**src/rtl/op_identifier.sv**
```systemverilog
// Identifies which operation an external select-driven 2-input logic unit
// performs by sweeping all operand vectors and decoding the captured truth table.
module op_identifier #(
  parameter int unsigned SETTLE = 1
) (
  input  logic clk,
  input  logic rst_n,
  input  logic start,
  input  logic resp,
  output logic probe_a,
  output logic probe_b,
  output logic busy,
  output logic done,
  output logic S1,
  output logic S0,
  output logic valid_op,
  output logic err
);

  typedef enum logic [1:0] {
    IDLE   = 2'd0,
    DRIVE  = 2'd1,
    DECODE = 2'd2
  } state_t;

  localparam logic [3:0] SETTLE_LAST = 4'(SETTLE - 1);

  state_t     state_q, state_d;
  logic [1:0] idx_q, idx_d;
  logic [3:0] cnt_q, cnt_d;
  logic [3:0] tt_q, tt_d;
  logic [1:0] sel_q, sel_d;
  logic       valid_q, valid_d;
  logic       err_q, err_d;
  logic       done_q, done_d;

  always_ff @(posedge clk or negedge rst_n) begin
    if (!rst_n) begin
      state_q <= IDLE;
      idx_q   <= '0;
      cnt_q   <= '0;
      tt_q    <= '0;
      sel_q   <= '0;
      valid_q <= 1'b0;
      err_q   <= 1'b0;
      done_q  <= 1'b0;
    end else begin
      state_q <= state_d;
      idx_q   <= idx_d;
      cnt_q   <= cnt_d;
      tt_q    <= tt_d;
      sel_q   <= sel_d;
      valid_q <= valid_d;
      err_q   <= err_d;
      done_q  <= done_d;
    end
  end

  always_comb begin
    state_d = state_q;
    idx_d   = idx_q;
    cnt_d   = cnt_q;
    tt_d    = tt_q;
    sel_d   = sel_q;
    valid_d = valid_q;
    err_d   = err_q;
    done_d  = 1'b0;
    case (state_q)
      IDLE: begin
        if (start) begin
          state_d = DRIVE;
          idx_d   = '0;
          cnt_d   = '0;
        end
      end
      DRIVE: begin
        if (cnt_q == SETTLE_LAST) begin
          // capture edge: record response for this vector, move to the next
          tt_d[idx_q] = resp;
          cnt_d       = '0;
          idx_d       = idx_q + 2'd1;
          if (idx_q == 2'd3) state_d = DECODE;
        end else begin
          cnt_d = cnt_q + 4'd1;
        end
      end
      DECODE: begin
        state_d = IDLE;
        done_d  = 1'b1;
        valid_d = 1'b1;
        err_d   = 1'b0;
        case (tt_q)
          4'b0110: sel_d = 2'b00;
          4'b1110: sel_d = 2'b01;
          4'b1000: sel_d = 2'b10;
          4'b0111: sel_d = 2'b11;
          default: begin
            sel_d   = 2'b00;
            valid_d = 1'b0;
            err_d   = 1'b1;
          end
        endcase
      end
      default: state_d = IDLE;
    endcase
  end

  assign probe_a  = (state_q == DRIVE) & idx_q[1];
  assign probe_b  = (state_q == DRIVE) & idx_q[0];
  assign busy     = (state_q != IDLE);
  assign done     = done_q;
  assign S1       = sel_q[1];
  assign S0       = sel_q[0];
  assign valid_op = valid_q;
  assign err      = err_q;

endmodule

```
**config.mk**
```make
export PLATFORM = sky130hd
export DESIGN_NAME = op_identifier
export DESIGN_NICKNAME = d
export VERILOG_FILES = /design/src/rtl/op_identifier.sv
export SDC_FILE = /design/constraint.sdc
export NUM_CORES = 1
export LEC_CHECK = 0
export BUFFER_PORTS_ARGS = -buffer_cell sky130_fd_sc_hd__buf_2
export CAP_MARGIN = 20
export CORE_MARGIN = 2
export CORE_UTILIZATION = 40
export CTS_BUF_LIST = sky130_fd_sc_hd__clkbuf_4 sky130_fd_sc_hd__clkbuf_8
export CTS_CLUSTER_DIAMETER = 50
export DETAILED_ROUTE_END_ITERATION = 8
export GPL_TIMING_DRIVEN = 0
export SLEW_MARGIN = 0
export SYNTH_ARGS = -nofsm -noshare
export SYNTH_HDL_FRONTEND = slang
export SYNTH_SLANG_ARGS = --single-unit
```
**constraint.sdc**
```tcl
create_clock -name clk -period 1.5 [get_ports clk]
set_input_delay 0.15 -clock clk [delete_from_list [all_inputs] [get_ports clk]]
set_output_delay 0.15 -clock clk [all_outputs]
set_load 0.05 [all_outputs]
```
==> metrics.yaml <==
setup_path:
  rrSetupSlack_ns: 0.03
  cp.arrival_ns: 1.65
  worst-setup-path-type: "reg2reg"
  r2r-start: "cnt_q[1]"
  cp-end-kind: "flip-flop"
  slowest_delay_ns: 0.42
  critPathLaunch: "cnt_q[1]"
  crit_chain: "inv_1 -> ha_2 -> nor3b_4 -> and3_4 -> mux2_4"
  r2r_cells: 5
  cpMaxStageDelayCell: "dfrtp_1"
  r2r_end: "tt_q[3]"
  critPathLaunchType: "flip-flop"
  path_max_fanout: 4
  cp.required_ns: 1.68
  endpoint: "tt_q[3]"
detailed_routing:
  antenna_left: 0
  totalWireLength_um: 1590
  wl_per_cell_um: 12.3
  dr.pass1.iters: 4
  drc: 0
  viasPerCell: 4.94
  num_vias: 637
  detail_route.iter0.violations: 13
floorplan:
  io_pins: 12
  die_y_um: 51.0
  die_x_um: 51.0
  core_mm2: 0.00215
  rows: 17
  start_util_pct: 41.1
  dieArea_mm2: 0.00260
clocking:
  cts_buffers: 3
  clock-sinks: 17
  worst_setup_hold_path_clk_slew_ns: 0.10
  root_buffer: "clkbuf_4"
  h-tree-depth: 1
  clockBufferDepth: 2
  cts_tree: "built"
  insertion_delay_ns: 0.29
global_route:
  grt_max_degree: 18
  grt.total_usage_pct: 14.3
  gr-total-overflow: 0
  grt_pass1_wl_um: 2770
  antenna_found_initial: 0
  grt_pass1_vias: 627
timing:
  tightest_slew_ns: 0.559
  period_needed_ns: 1.47
  finalHoldViolCount: 0
  fmax_ghz: 0.679
  min_period_over_period_pct: 98.1
  finalClockSkew_ns: 0.00628
  drv_slew: 0
  relSlewSlack_pct: 62.7
  setup_tns_ns: 0
  setup_violations: 0
  rsz0062_at_grt: "true"
logic_synthesis:
  ys_seq_elements: 17
  syn_nets: 92
  ys_seq_area_share_pct: 48.2
  synthCells: 82
  postSynth.asyncResetShare_pct: 100
  synth_ff_type: "dfrtp_1"
  synth_edf_count: 0
  syn-cell-area_um2: 883
  synth_cell_types: 30
  synth_area_per_cell_um2: 10.8
  yosys_warnings: 0
finish:
  area_growth_pct: 19.8
  instances_no_fill: 129
  drive_above_1_share_pct: 31.7
  n_antenna_cell: 0
  layout.nets: 112
power:
  ir_drop_mv: 1.18
  leakage_uw: 0.000515
  power.density_mw_per_mm2: 2040
  power_uw: 2160
run_status:
  outcome: "finished, final reports clean"
placement:
  dpl.hpwl_um: 1110
  portBuffers: 11
  placedCellCount: 121
  gp_congestion: 0.735
min_path:
  min_path_type: "in2reg"
job:
  drv_cap: 0
## power breakdown
part | switching (µW) | total (µW) | internal, µW
sequential | 176 | 805 | 629
clock | 139 | 260 | 121
combinational | 606 | 1090 | 486
total | 921 | 2160 | 1240
## kinds of logic (layout without fill, tap and decap cells)
kind of cell	count (synthesis)	after routing	share of synthesized area (%)
AND/OR/NAND/NOR	29	29	18.8
flip-flops	17	17	48.2
multiplexers	4	4	5.52
adder cells (fa/ha/maj)	6	6	8.50
AO/OA/AOI/OAI	15	15	11.5
buffers and inverters	10	29	6.51
XOR/XNOR	1	1	0.992
## synth_stat cells (2+ instances only)
library cell,count,area (µm²)
a31oi_1,2,12.5
buf_6,2,22.5
dfrtp_1,17,425
ha_1,6,75.1
inv_1,6,22.5
mux2_2,3,33.8
nand2_1,9,33.8
nand2b_1,2,12.5
nand3_1,8,40.0
nor2_1,2,7.51
nor2b_1,2,12.5
o211ai_1,2,15.0
o21ai_0,4,20.0
## sequential cells by signal, summed over array words and instances, names as in the netlist
register	count
idx_q	2
done	1
err	1
sel_q	2
state_q	2
tt_q	4
cnt_q	4
valid_op	1
## layout make-up
class	instances	area, µm²
fillers	213	1090
plain buffers	4	38.8
clock buffers	4	30.0
flip-flops and latches	17	425
well taps	28	35.0
repair buffers	15	92.6
multi-input cells	55	414
inverters	6	22.5
## how the worst min path moves through the flow
stage,startpoint,endpoint,slack [ns],depth (start not counted)
after CTS,resp,tt_q[3],0.14,2
after global placement,rst_n,cnt_q[2],0.1,1
after global routing,resp,tt_q[2],0.14,2
after floorplan,rst_n,cnt_q[0],-0.15,0
final,resp,tt_q[3],0.14,2
after detailed placement,rst_n,done,0.1,1
## what timing repair did
item                                    in CTS  in global routing
endpoints found under the setup margin       5                  4
gates resized for setup                      2                  4
hold buffers                                 1                  0
buffers inserted                             3                  0
endpoints found under the hold margin       17                  0
## worst max-delay path, delay by kind of cell (launching register included)
family / cells / cell delay [ns]
adder cells (fa/ha/maj): 1 / 0.16
buffers and inverters: 1 / 0.07
flip-flops: 1 / 0.42
multiplexers: 1 / 0.29
AND/OR/NAND/NOR: 2 / 0.43
## per-stage QoR
step / setup slack [ns] / area [µm²] / hold WS (ns) / util [%]
floorplan: 0.0817 / 883 / -0.146 / -
CTS: 0.0302 / 1040 / 0.135 / 48.5
global placement: -0.00271 / 973 / 0.0973 / 45.3
detailed placement: -0.0378 / 973 / 0.0986 / 45.3
finish: 0.0281 / 1060 / 0.136 / 49.3
global route: -0.0478 / 1060 / 0.138 / 49.3
## layout by cell type (no fill, tap or decap), drive strengths merged
cell type / instances
mux2: 4
a311oi: 1
nor3b: 1
o21bai: 1
nor2b: 3
or2: 1
o211ai: 2
nor4b: 1
nand3: 8
a31oi: 2
nand2b: 2
o21ai: 4
inv: 6
and3: 1
nor2: 2
clkbuf: 5
o31ai: 1
a22o: 1
a21o: 1
xor2: 1
o311ai: 1
dfrtp: 17
nand2: 9
ha: 6
nand3b: 1
buf: 17
a21oi: 1
dlygate4sd3: 1
## layer usage
layer	routed length, µm	GRT usage (%)	up-vias
li1	-	-	323
met1	764	18.3	302
met2	746	22.5	10
met3	67	2.92	2
met4	13	8.11	0
met5	0	0	-
Power figures use the tool's default switching activity.
